===== src/rtl/nsa_pkg.sv =====
`default_nettype none
// ============================================================================
// Module      : nsa_pkg
// Description : Shared definitions for the nibble-serial adder controller:
//               FSM state encoding, nibble width and the index-width helper.
// Revision    : 1.0 - initial release
// ============================================================================
package nsa_pkg;

    // Bits handled by the shared add/P-G slice per step
    localparam int NIB_W = 4;

    typedef enum logic [1:0] {
        IDLE = 2'd0,
        RUN  = 2'd1,
        DONE = 2'd2
    } state_t;

    // Bits needed to index n nibbles; never less than 1 so a counter exists
    function automatic int clog2(input int n);
        int r;
        r = 0;
        while ((1 << r) < n) begin
            r = r + 1;
        end
        if (r == 0) begin
            r = 1;
        end
        return r;
    endfunction

endpackage
`default_nettype wire


===== src/rtl/nsa_nibble_slice.sv =====
`default_nettype none
// ============================================================================
// Module      : nsa_nibble_slice
// Description : Combinational 4-bit add slice with group generate/propagate.
//               g is the carry-out the nibble would produce with carry-in 0,
//               p is high when every bit pair propagates.
// Ports       : a, b  - nibble operands
//               c     - carry-in
//               s     - nibble sum
//               c4    - carry-out
//               g, p  - nibble group generate / propagate
// Revision    : 1.0 - initial release
// ============================================================================
module nsa_nibble_slice (
    input  logic [3:0] a,
    input  logic [3:0] b,
    input  logic       c,
    output logic [3:0] s,
    output logic       c4,
    output logic       g,
    output logic       p
);

    logic [4:0] w_raw;

    assign w_raw = {1'b0, a} + {1'b0, b};
    assign g     = w_raw[4];
    assign p     = &(a ^ b);
    // A nibble carries out if it generates, or propagates an incoming carry
    assign c4    = g | (p & c);
    assign s     = w_raw[3:0] + {3'b000, c};

endmodule
`default_nettype wire


===== src/rtl/nibble_serial_adder_ctrl.sv =====
`default_nettype none
// ============================================================================
// Module      : nibble_serial_adder_ctrl
// Description : Adds two WIDTH-bit operands one nibble per clock through a
//               single shared 4-bit slice, LS nibble first. The carry ripples
//               through a register and the word-level group generate and
//               propagate are accumulated as a lookahead unit would form them.
//               Start/done handshake; results hold until the next operation.
// Ports       : clk, rst_n       - clock, async active-low reset
//               start            - request, sampled only while ready
//               a, b, cin        - operands and carry-in, latched on accept
//               ready/busy/done  - IDLE / RUN+DONE / one-cycle result pulse
//               sum, cout        - registered result
//               gg, pp           - word group generate / propagate
// Option      : NIBBLE_SERIAL_SUB_EN adds input sub (a-b when set) and output
//               ovf (signed overflow of the final result).
// Parameters  : WIDTH must be a multiple of 4 and at least 8.
// Revision    : 1.0 - initial release
// ============================================================================
module nibble_serial_adder_ctrl
    import nsa_pkg::*;
#(
    parameter int WIDTH = 16
) (
    input  logic             clk,
    input  logic             rst_n,
    input  logic             start,
    input  logic [WIDTH-1:0] a,
    input  logic [WIDTH-1:0] b,
    input  logic             cin,
`ifdef NIBBLE_SERIAL_SUB_EN
    input  logic             sub,
    output logic             ovf,
`endif
    output logic             ready,
    output logic             busy,
    output logic             done,
    output logic [WIDTH-1:0] sum,
    output logic             cout,
    output logic             gg,
    output logic             pp
);

    localparam int NIB   = WIDTH / NIB_W;
    localparam int IDX_W = clog2(NIB);
    localparam logic [IDX_W-1:0] C_IDX_LAST = IDX_W'(NIB - 1);

    state_t             state_q, state_d;
    logic [IDX_W-1:0]   idx_q,   idx_d;
    logic               carry_q, carry_d;
    logic [WIDTH-1:0]   a_q,     a_d;
    logic [WIDTH-1:0]   b_q,     b_d;
    logic [WIDTH-1:0]   sum_q,   sum_d;
    logic               cout_q,  cout_d;
    logic               gg_q,    gg_d;
    logic               pp_q,    pp_d;
    logic               gacc_q,  gacc_d;
    logic               pacc_q,  pacc_d;
`ifdef NIBBLE_SERIAL_SUB_EN
    logic               ovf_q,   ovf_d;
`endif

    logic [IDX_W+1:0]   w_bit_base;
    logic [3:0]         w_a_nib;
    logic [3:0]         w_b_nib;
    logic [3:0]         w_s_nib;
    logic               w_c4;
    logic               w_g;
    logic               w_p;
    logic [WIDTH-1:0]   w_b_eff;
    logic               w_c_init;

    // Bit offset of the current nibble (idx * 4)
    assign w_bit_base = {idx_q, 2'b00};
    assign w_a_nib    = a_q[w_bit_base +: NIB_W];
    assign w_b_nib    = b_q[w_bit_base +: NIB_W];

    nsa_nibble_slice u_slice (
        .a  (w_a_nib),
        .b  (w_b_nib),
        .c  (carry_q),
        .s  (w_s_nib),
        .c4 (w_c4),
        .g  (w_g),
        .p  (w_p)
    );

    // Operand B and initial carry as seen by the slice; subtraction is
    // a + ~b + 1, so cin is disregarded in that mode.
`ifdef NIBBLE_SERIAL_SUB_EN
    assign w_b_eff  = sub ? ~b : b;
    assign w_c_init = sub ? 1'b1 : cin;
`else
    assign w_b_eff  = b;
    assign w_c_init = cin;
`endif

    always_comb begin
        state_d = state_q;
        idx_d   = idx_q;
        carry_d = carry_q;
        a_d     = a_q;
        b_d     = b_q;
        sum_d   = sum_q;
        cout_d  = cout_q;
        gg_d    = gg_q;
        pp_d    = pp_q;
        gacc_d  = gacc_q;
        pacc_d  = pacc_q;
`ifdef NIBBLE_SERIAL_SUB_EN
        ovf_d   = ovf_q;
`endif
        case (state_q)
            IDLE: begin
                if (start) begin
                    a_d     = a;
                    b_d     = w_b_eff;
                    carry_d = w_c_init;
                    sum_d   = '0;
                    idx_d   = '0;
                    // Identity values for the G/P reduction
                    gacc_d  = 1'b0;
                    pacc_d  = 1'b1;
                    state_d = RUN;
                end
            end
            RUN: begin
                sum_d[w_bit_base +: NIB_W] = w_s_nib;
                carry_d = w_c4;
                // Higher nibble's generate wins; lower generate survives only
                // if this nibble propagates it.
                gacc_d  = w_g | (w_p & gacc_q);
                pacc_d  = pacc_q & w_p;
                idx_d   = idx_q + 1'b1;
                if (idx_q == C_IDX_LAST) begin
                    cout_d  = w_c4;
                    gg_d    = gacc_d;
                    pp_d    = pacc_d;
`ifdef NIBBLE_SERIAL_SUB_EN
                    ovf_d   = (a_q[WIDTH-1] == b_q[WIDTH-1]) &&
                              (sum_d[WIDTH-1] != a_q[WIDTH-1]);
`endif
                    state_d = DONE;
                end
            end
            DONE: begin
                state_d = IDLE;
            end
            default: begin
                state_d = IDLE;
            end
        endcase
    end

    always_ff @(posedge clk or negedge rst_n) begin
        if (!rst_n) begin
            state_q <= IDLE;
            idx_q   <= '0;
            carry_q <= 1'b0;
            a_q     <= '0;
            b_q     <= '0;
            sum_q   <= '0;
            cout_q  <= 1'b0;
            gg_q    <= 1'b0;
            pp_q    <= 1'b0;
            gacc_q  <= 1'b0;
            pacc_q  <= 1'b0;
`ifdef NIBBLE_SERIAL_SUB_EN
            ovf_q   <= 1'b0;
`endif
        end else begin
            state_q <= state_d;
            idx_q   <= idx_d;
            carry_q <= carry_d;
            a_q     <= a_d;
            b_q     <= b_d;
            sum_q   <= sum_d;
            cout_q  <= cout_d;
            gg_q    <= gg_d;
            pp_q    <= pp_d;
            gacc_q  <= gacc_d;
            pacc_q  <= pacc_d;
`ifdef NIBBLE_SERIAL_SUB_EN
            ovf_q   <= ovf_d;
`endif
        end
    end

    assign ready = (state_q == IDLE);
    assign busy  = (state_q == RUN) || (state_q == DONE);
    assign done  = (state_q == DONE);
    assign sum   = sum_q;
    assign cout  = cout_q;
    assign gg    = gg_q;
    assign pp    = pp_q;
`ifdef NIBBLE_SERIAL_SUB_EN
    assign ovf   = ovf_q;
`endif

endmodule
`default_nettype wire


===== config.mk =====
export PLATFORM = sky130hd
export DESIGN_NAME = nibble_serial_adder_ctrl
export DESIGN_NICKNAME = d
export VERILOG_FILES = /design/src/rtl/nsa_pkg.sv /design/src/rtl/nsa_nibble_slice.sv /design/src/rtl/nibble_serial_adder_ctrl.sv
export SDC_FILE = /design/constraint.sdc
export NUM_CORES = 1
export LEC_CHECK = 0
export ABC_CLOCK_PERIOD_IN_PS = 4600
export BUFFER_PORTS_ARGS = -buffer_cell sky130_fd_sc_hd__buf_2
export CORE_ASPECT_RATIO = 1.75
export CORE_MARGIN = 4
export CORE_UTILIZATION = 61
export CTS_BUF_LIST = sky130_fd_sc_hd__clkbuf_4
export CTS_CLUSTER_SIZE = 16
export DETAILED_ROUTE_END_ITERATION = 10
export GPL_ROUTABILITY_DRIVEN = 0
export GPL_TIMING_DRIVEN = 0
export PLACE_DENSITY = 0.88
export SYNTH_ARGS = -nofsm -noshare
export SYNTH_HDL_FRONTEND = slang
export SYNTH_SLANG_ARGS = --single-unit

===== constraint.sdc =====
create_clock -name clk -period 4.6 [get_ports clk]
set_clock_uncertainty 0.15 [all_clocks]
set_input_delay 0.69 -clock clk [delete_from_list [all_inputs] [get_ports clk]]
set_output_delay 0.69 -clock clk [all_outputs]
set_load 0.02 [all_outputs]

==> impl_metrics.tcl, run 1 <==
set metrics [dict create \
    die_w_um 59.3 \
    syn_nets 258 \
    nets 326 \
    htree_num_levels 3 \
    synth_warnings 0 \
    ys.flop_type "dfrtp_1" \
    die-area_um2 5790 \
    crit_fanout 10 \
    ys_seq_area_frac 0.518 \
    syn_area_per_cell_um2 13.5 \
    clockBufferDepth 2 \
    grt_remaining_overflow 0 \
    synth_edf_count 0 \
    cts-root-buf "clkbuf_4" \
    rows 32 \
    hold_class "in2async" \
    dpl.hpwl_um 4440 \
    grt_pass1_vias 2151 \
    tightest_slew_ns 0.726 \
    top_level_ports 58 \
    critPathCaptureType "flip-flop" \
    synth_compound_area_frac 0.121 \
    drt-total-wl_um 5900 \
    coreArea_um2 4440 \
    ys_ff_latch 58 \
    required_ns 4.77 \
    antenna_found_initial 0 \
    critPathKind "reg2reg" \
    grtUsageTotal 0.233 \
    synth_fa_ha_area_frac 0.0651 \
    wl_per_cell_um 17.8 \
    drtPass1Iterations 4 \
    clk_latency_ns 0.43 \
    slew_viol_final 0 \
    cts_resized 0 \
    maxCapViolCount 0 \
    synthesis.area_um2 2800 \
    clk_pin_slew_worst_paths_ns 0.11 \
    via_count 1960 \
    finalSetupViolations 0 \
    syn2layout_area_growth_pct 17.4 \
    relSlewSlack 0.516 \
    achievable-frequency_mhz 305 \
    finalHoldViolations 0 \
    drtIter0Drc 96 \
    synth_xor_area_frac 0.00625 \
    grt_pass1_wl_um 10000 \
    finalCritPeriodShare 0.714 \
    yosys.area_share.simple 0.0669 \
    antenna_cells 0 \
    finalSetupTns_ns 0 \
    grt_max_degree 59 \
    synth_top_family_by_area "multiplexers" \
    viasPerCell 5.90 \
    initial_core_util 0.631 \
    layout-drive-gt1-share 0.456 \
    drcViolationCount 0 \
    cts_sinks 58 \
    rsz0062_at_grt "no" \
    synth_cells 208 \
    muxShareOfSynthArea 0.196 \
    cts_buffers 9 \
    die_h_um 97.7 \
    tritoncts "done" \
    post_cts_buffers 0 \
    synth_cell_types 43 \
    antenna_left 0 \
    critPathArrivalTime_ns 3.45 \
    cts_hold_buf 0 \
    fin_crit_ns 3.28 \
    startpoint_type "flip-flop" \
    outcome "finished, final reports clean" \
    synthArstFlopShare 1.00 \
    portBuffers 57 \
]
-- cell families (layout without fill, tap and decap cells) --
kind of cell               after synthesis  in the layout
muxes                                   41             41
xor gates and xnor gates                 2              2
and+or+nand+nor                         29             29
buffers and inverters                   17             90
DFF                                     58             58
AOI/OAI and AO/OA                       47             47
adders and majority gates               14             14
-- metrics by stage --
stage	hold slack (ns)	setup WS, ns	instances	cell area [um2]	util
2_1_floorplan	0.244	1.66	208	2800	-
3_3_place_gp	0.310	1.41	316	3150	0.709
3_5_place_dp	0.325	1.35	316	3150	0.709
4_1_cts	0.327	1.32	332	3290	0.740
5_1_grt	0.200	1.12	332	3290	0.741
6_report	0.169	1.32	332	3290	0.741
-- synth_stat cells, drive strengths merged (4+ instances only) --
master,n,share of area
o2bb2ai,4,0.012
o21ai,11,0.020
inv,10,0.013
a22o,12,0.037
mux4,8,0.064
a21oi,10,0.018
buf,5,0.0098
ha,13,0.058
mux2,32,0.13
nand2,10,0.013
dfrtp,58,0.52
-- path summary, 6_finish.rpt --
kind                                            from                   to  slack [ns]  cells past startpoint
worst min-delay path                           rst_n  b_q[15]$_DFFE_PN0P_        0.17                      1
worst max-delay path            idx_q[0]$_DFFE_PN0P_   sum[7]$_DFFE_PN0P_        1.32                      8
min in group clk                               a[14]  a_q[14]$_DFFE_PN0P_        0.34                      2
worst min register to register        gg$_DFFE_PN0P_       gg$_DFFE_PN0P_        0.34                      2
worst max register to register  idx_q[0]$_DFFE_PN0P_   sum[7]$_DFFE_PN0P_        1.32                      8
max in group asynchronous                      rst_n   sum[2]$_DFFE_PN0P_        3.65                      1
-- routing by layer --
layer,wire length (um),vias to the layer above,GRT usage
met5,0,-,0
met4,214,0,0.131
met3,307,19,0.0612
met2,3340,58,0.393
met1,2040,972,0.253
li1,-,911,-
-- cells in the final DEF (no fill, tap or decap), types with 3 or more instances in the layout --
cell type | synthesis | final
buf_2 | 4 | 60
dfrtp_1 | 58 | 58
mux2_2 | 32 | 32
ha_1 | 13 | 13
a22o_1 | 12 | 12
o21ai_0 | 11 | 11
inv_1 | 10 | 10
nand2_1 | 10 | 10
a21oi_1 | 10 | 10
clkbuf_4 | 0 | 9
mux4_2 | 8 | 8
o2bb2ai_1 | 4 | 4
clkinvlp_4 | 0 | 3
-- critical path: stages (launching register included) --
cell and delay (ns):
dfrtp_1 0.53, buf_4 0.29, mux4_2 0.56, ha_1 0.24, fa_1 0.42, xnor2_1 0.22, o32a_1 0.40, a22oi_4 0.26
o2bb2ai_1 0.10
-- flip-flops by register name, indices dropped and copies added (netlist names) --
signal / count
cout: 1
carry_q: 1
gg: 1
sum: 16
pacc_q: 1
pp: 1
a_q: 16
state_q: 2
gacc_q: 1
idx_q: 2
b_q: 16
-- final cells by class --
cell class / count / area [um2]
Tap cell: 51 / 63.8
Multi-Input combinational cell: 133 / 1280
Inverter: 10 / 37.5
Buffer: 7 / 36.3
Timing Repair Buffer: 57 / 288
Sequential cell: 58 / 1450
Clock inverter: 7 / 70.1
Clock buffer: 9 / 67.6
Fill cell: 309 / 1150
Power of run 1 is left out: the tool's default activity adds up to more than one toggle a clock period on the data nets, which glitch-free logic cannot reach.
==> inputs of run 2 (changes only) <==
--- a/config.mk
+++ b/config.mk
@@ -5,17 +5,17 @@
 export SDC_FILE = /design/constraint.sdc
 export NUM_CORES = 1
 export LEC_CHECK = 0
-export ABC_CLOCK_PERIOD_IN_PS = 4600
+export ABC_CLOCK_PERIOD_IN_PS = 3000
 export BUFFER_PORTS_ARGS = -buffer_cell sky130_fd_sc_hd__buf_2
 export CORE_ASPECT_RATIO = 1.75
 export CORE_MARGIN = 4
-export CORE_UTILIZATION = 61
+export CORE_UTILIZATION = 51
 export CTS_BUF_LIST = sky130_fd_sc_hd__clkbuf_4
 export CTS_CLUSTER_SIZE = 16
 export DETAILED_ROUTE_END_ITERATION = 10
 export GPL_ROUTABILITY_DRIVEN = 0
 export GPL_TIMING_DRIVEN = 0
-export PLACE_DENSITY = 0.88
+export PLACE_DENSITY = 0.78
 export SYNTH_ARGS = -nofsm -noshare
 export SYNTH_HDL_FRONTEND = slang
 export SYNTH_SLANG_ARGS = --single-unit
==> constraint.sdc (replaced) <==
create_clock -name clk -period 3 [get_ports clk]
set_clock_uncertainty 0.15 [all_clocks]
set_input_delay 0.45 -clock clk [delete_from_list [all_inputs] [get_ports clk]]
set_output_delay 0.45 -clock clk [all_outputs]
set_load 0.02 [all_outputs]
==> run 2 against run 1 <==
Net effect:
- clock-buffer cell count rose by 1
- register-to-register slack lost 1.2 ns
- non-clock buffer count grew 3
- critical path type unchanged
- largest cell class unchanged
- highest routed layer unchanged
==> impl_metrics.tcl, run 2 (synthesis gave the netlist of run 1 again) <==
set metrics [dict create \
    finalHoldViolations 0 \
    layout-drive-gt1-share 0.475 \
    antenna_left 0 \
    critPathKind "reg2reg" \
    grt_pass1_vias 2056 \
    worstHoldStart "b[10]" \
    nets 329 \
    finalSetupTns_ns 0 \
    grt_pass1_wl_um 9730 \
    crit_fanout 10 \
    slowest_delay_ns 0.55 \
    drtIter0Drc 117 \
    finalCritPeriodShare 0.972 \
    rsz0062_at_grt "no" \
    drt-total-wl_um 5950 \
    clockBufferDepth 2 \
    tritoncts "done" \
    viasPerCell 5.59 \
    clk_pin_slew_worst_paths_ns 0.10 \
    dp_cells 339 \
    grt_max_degree 59 \
    antenna_found_initial 0 \
    dpl.hpwl_um 4350 \
    fin_crit_ns 2.92 \
    tightest_slew_ns 0.723 \
    die-area_um2 6800 \
    startpoint_type "flip-flop" \
    cp-startpoint "idx_q[0]$_DFFE_PN0P_" \
    cts-root-buf "clkbuf_4" \
    relSlewSlack 0.518 \
    syn2layout_area_growth_pct 21.0 \
    die_w_um 64.1 \
    cts_buffers 9 \
    outcome "finished, final reports clean" \
    wl_per_cell_um 16.6 \
    finalSetupViolations 0 \
    achievable-frequency_mhz 343 \
    instances_no_fill 358 \
    reg2reg_from "idx_q[0]$_DFFE_PN0P_" \
    via_count 2001 \
    cpMaxStageDelayCell "fa_2" \
    hold_class "in2reg" \
    drtPass1Iterations 4 \
    required_ns 3.16 \
    grtUsageTotal 0.189 \
    grt_remaining_overflow 0 \
    top_level_ports 58 \
    rows 35 \
    clk_latency_ns 0.42 \
    path_cells "buf_12 > mux4_2 > ha_2 > fa_2 > nand2_1 > o32a_1 > a22oi_4 > o2bb2ai_1" \
    portBuffers 57 \
    drcViolationCount 0 \
    coreArea_um2 5300 \
    slew_viol_final 0 \
    critPathCaptureType "flip-flop" \
    maxCapViolCount 0 \
    final_common_cell "buf_2" \
    initial_core_util 0.529 \
    die_h_um 106 \
    cts_sinks 58 \
    critPathArrivalTime_ns 3.08 \
    mostFrequentLayoutCells "buf_2, dfrtp_1, mux2_2" \
    antenna_cells 0 \
    htree_num_levels 3 \
]
==> run 2: worst max-delay path: cells and delay by family, from the launching register on <==
family / cells / cell delay [ns]
adder cells (fa/ha/maj): 2 / 0.77
AO/OA/AOI/OAI: 3 / 0.71
multiplexers: 1 / 0.52
flip-flops: 1 / 0.41
buffers and inverters: 1 / 0.15
AND/OR/NAND/NOR: 1 / 0.09
==> run 2: what timing repair did <==
item,in CTS,in global routing
setup buffers,1,1
pin swaps,1,1
hold buffers,0,1
resized for setup,4,4
setup endpoints to repair,8,4
hold endpoints to repair,0,28
==> run 2: per-stage QoR <==
step	hold WS [ns]	area (um2)	util	setup WS [ns]
after floorplan	0.00441	2800	-	0.0574
after global placement	0.312	3180	0.600	-0.184
after detailed placement	0.320	3180	0.600	-0.240
after CTS	0.101	3360	0.634	0.0174
after global routing	0.104	3390	0.640	0.0124
final	0.105	3390	0.640	0.0832
==> run 2: final cells by class <==
cell class	instances	area, um2
flip-flops and latches	58	1450
inverters	10	37.5
clock buffers	10	75.1
multi-input cells	133	1290
well taps	74	92.6
repair buffers	60	313
fillers	425	1910
clock inverters	6	81.3
plain buffers	7	50.0
==> run 2: metal layers <==
metal  wire [um]  part of all wire  GRT usage  vias up
met5           0                 0          0        -
met4         142             0.024     0.0726        0
met3         265             0.045     0.0518       18
met2        3350              0.56      0.338       63
met1        2200              0.37      0.207      999
li1            -                 -          -      921
==> run 2: final timing paths <==
kind | to | slack [ns] | cells past startpoint
worst min register to register | gg$_DFFE_PN0P_ | 0.34 | 2
worst max register to register | sum[11]$_DFFE_PN0P_ | 0.08 | 8
max in group asynchronous | idx_q[0]$_DFFE_PN0P_ | 1.71 | 2
min in group asynchronous | gg$_DFFE_PN0P_ | 0.47 | 2
worst max-delay path | sum[11]$_DFFE_PN0P_ | 0.08 | 8
worst min-delay path | b_q[10]$_DFFE_PN0P_ | 0.10 | 2
Power of run 2 is left out for the same reason.
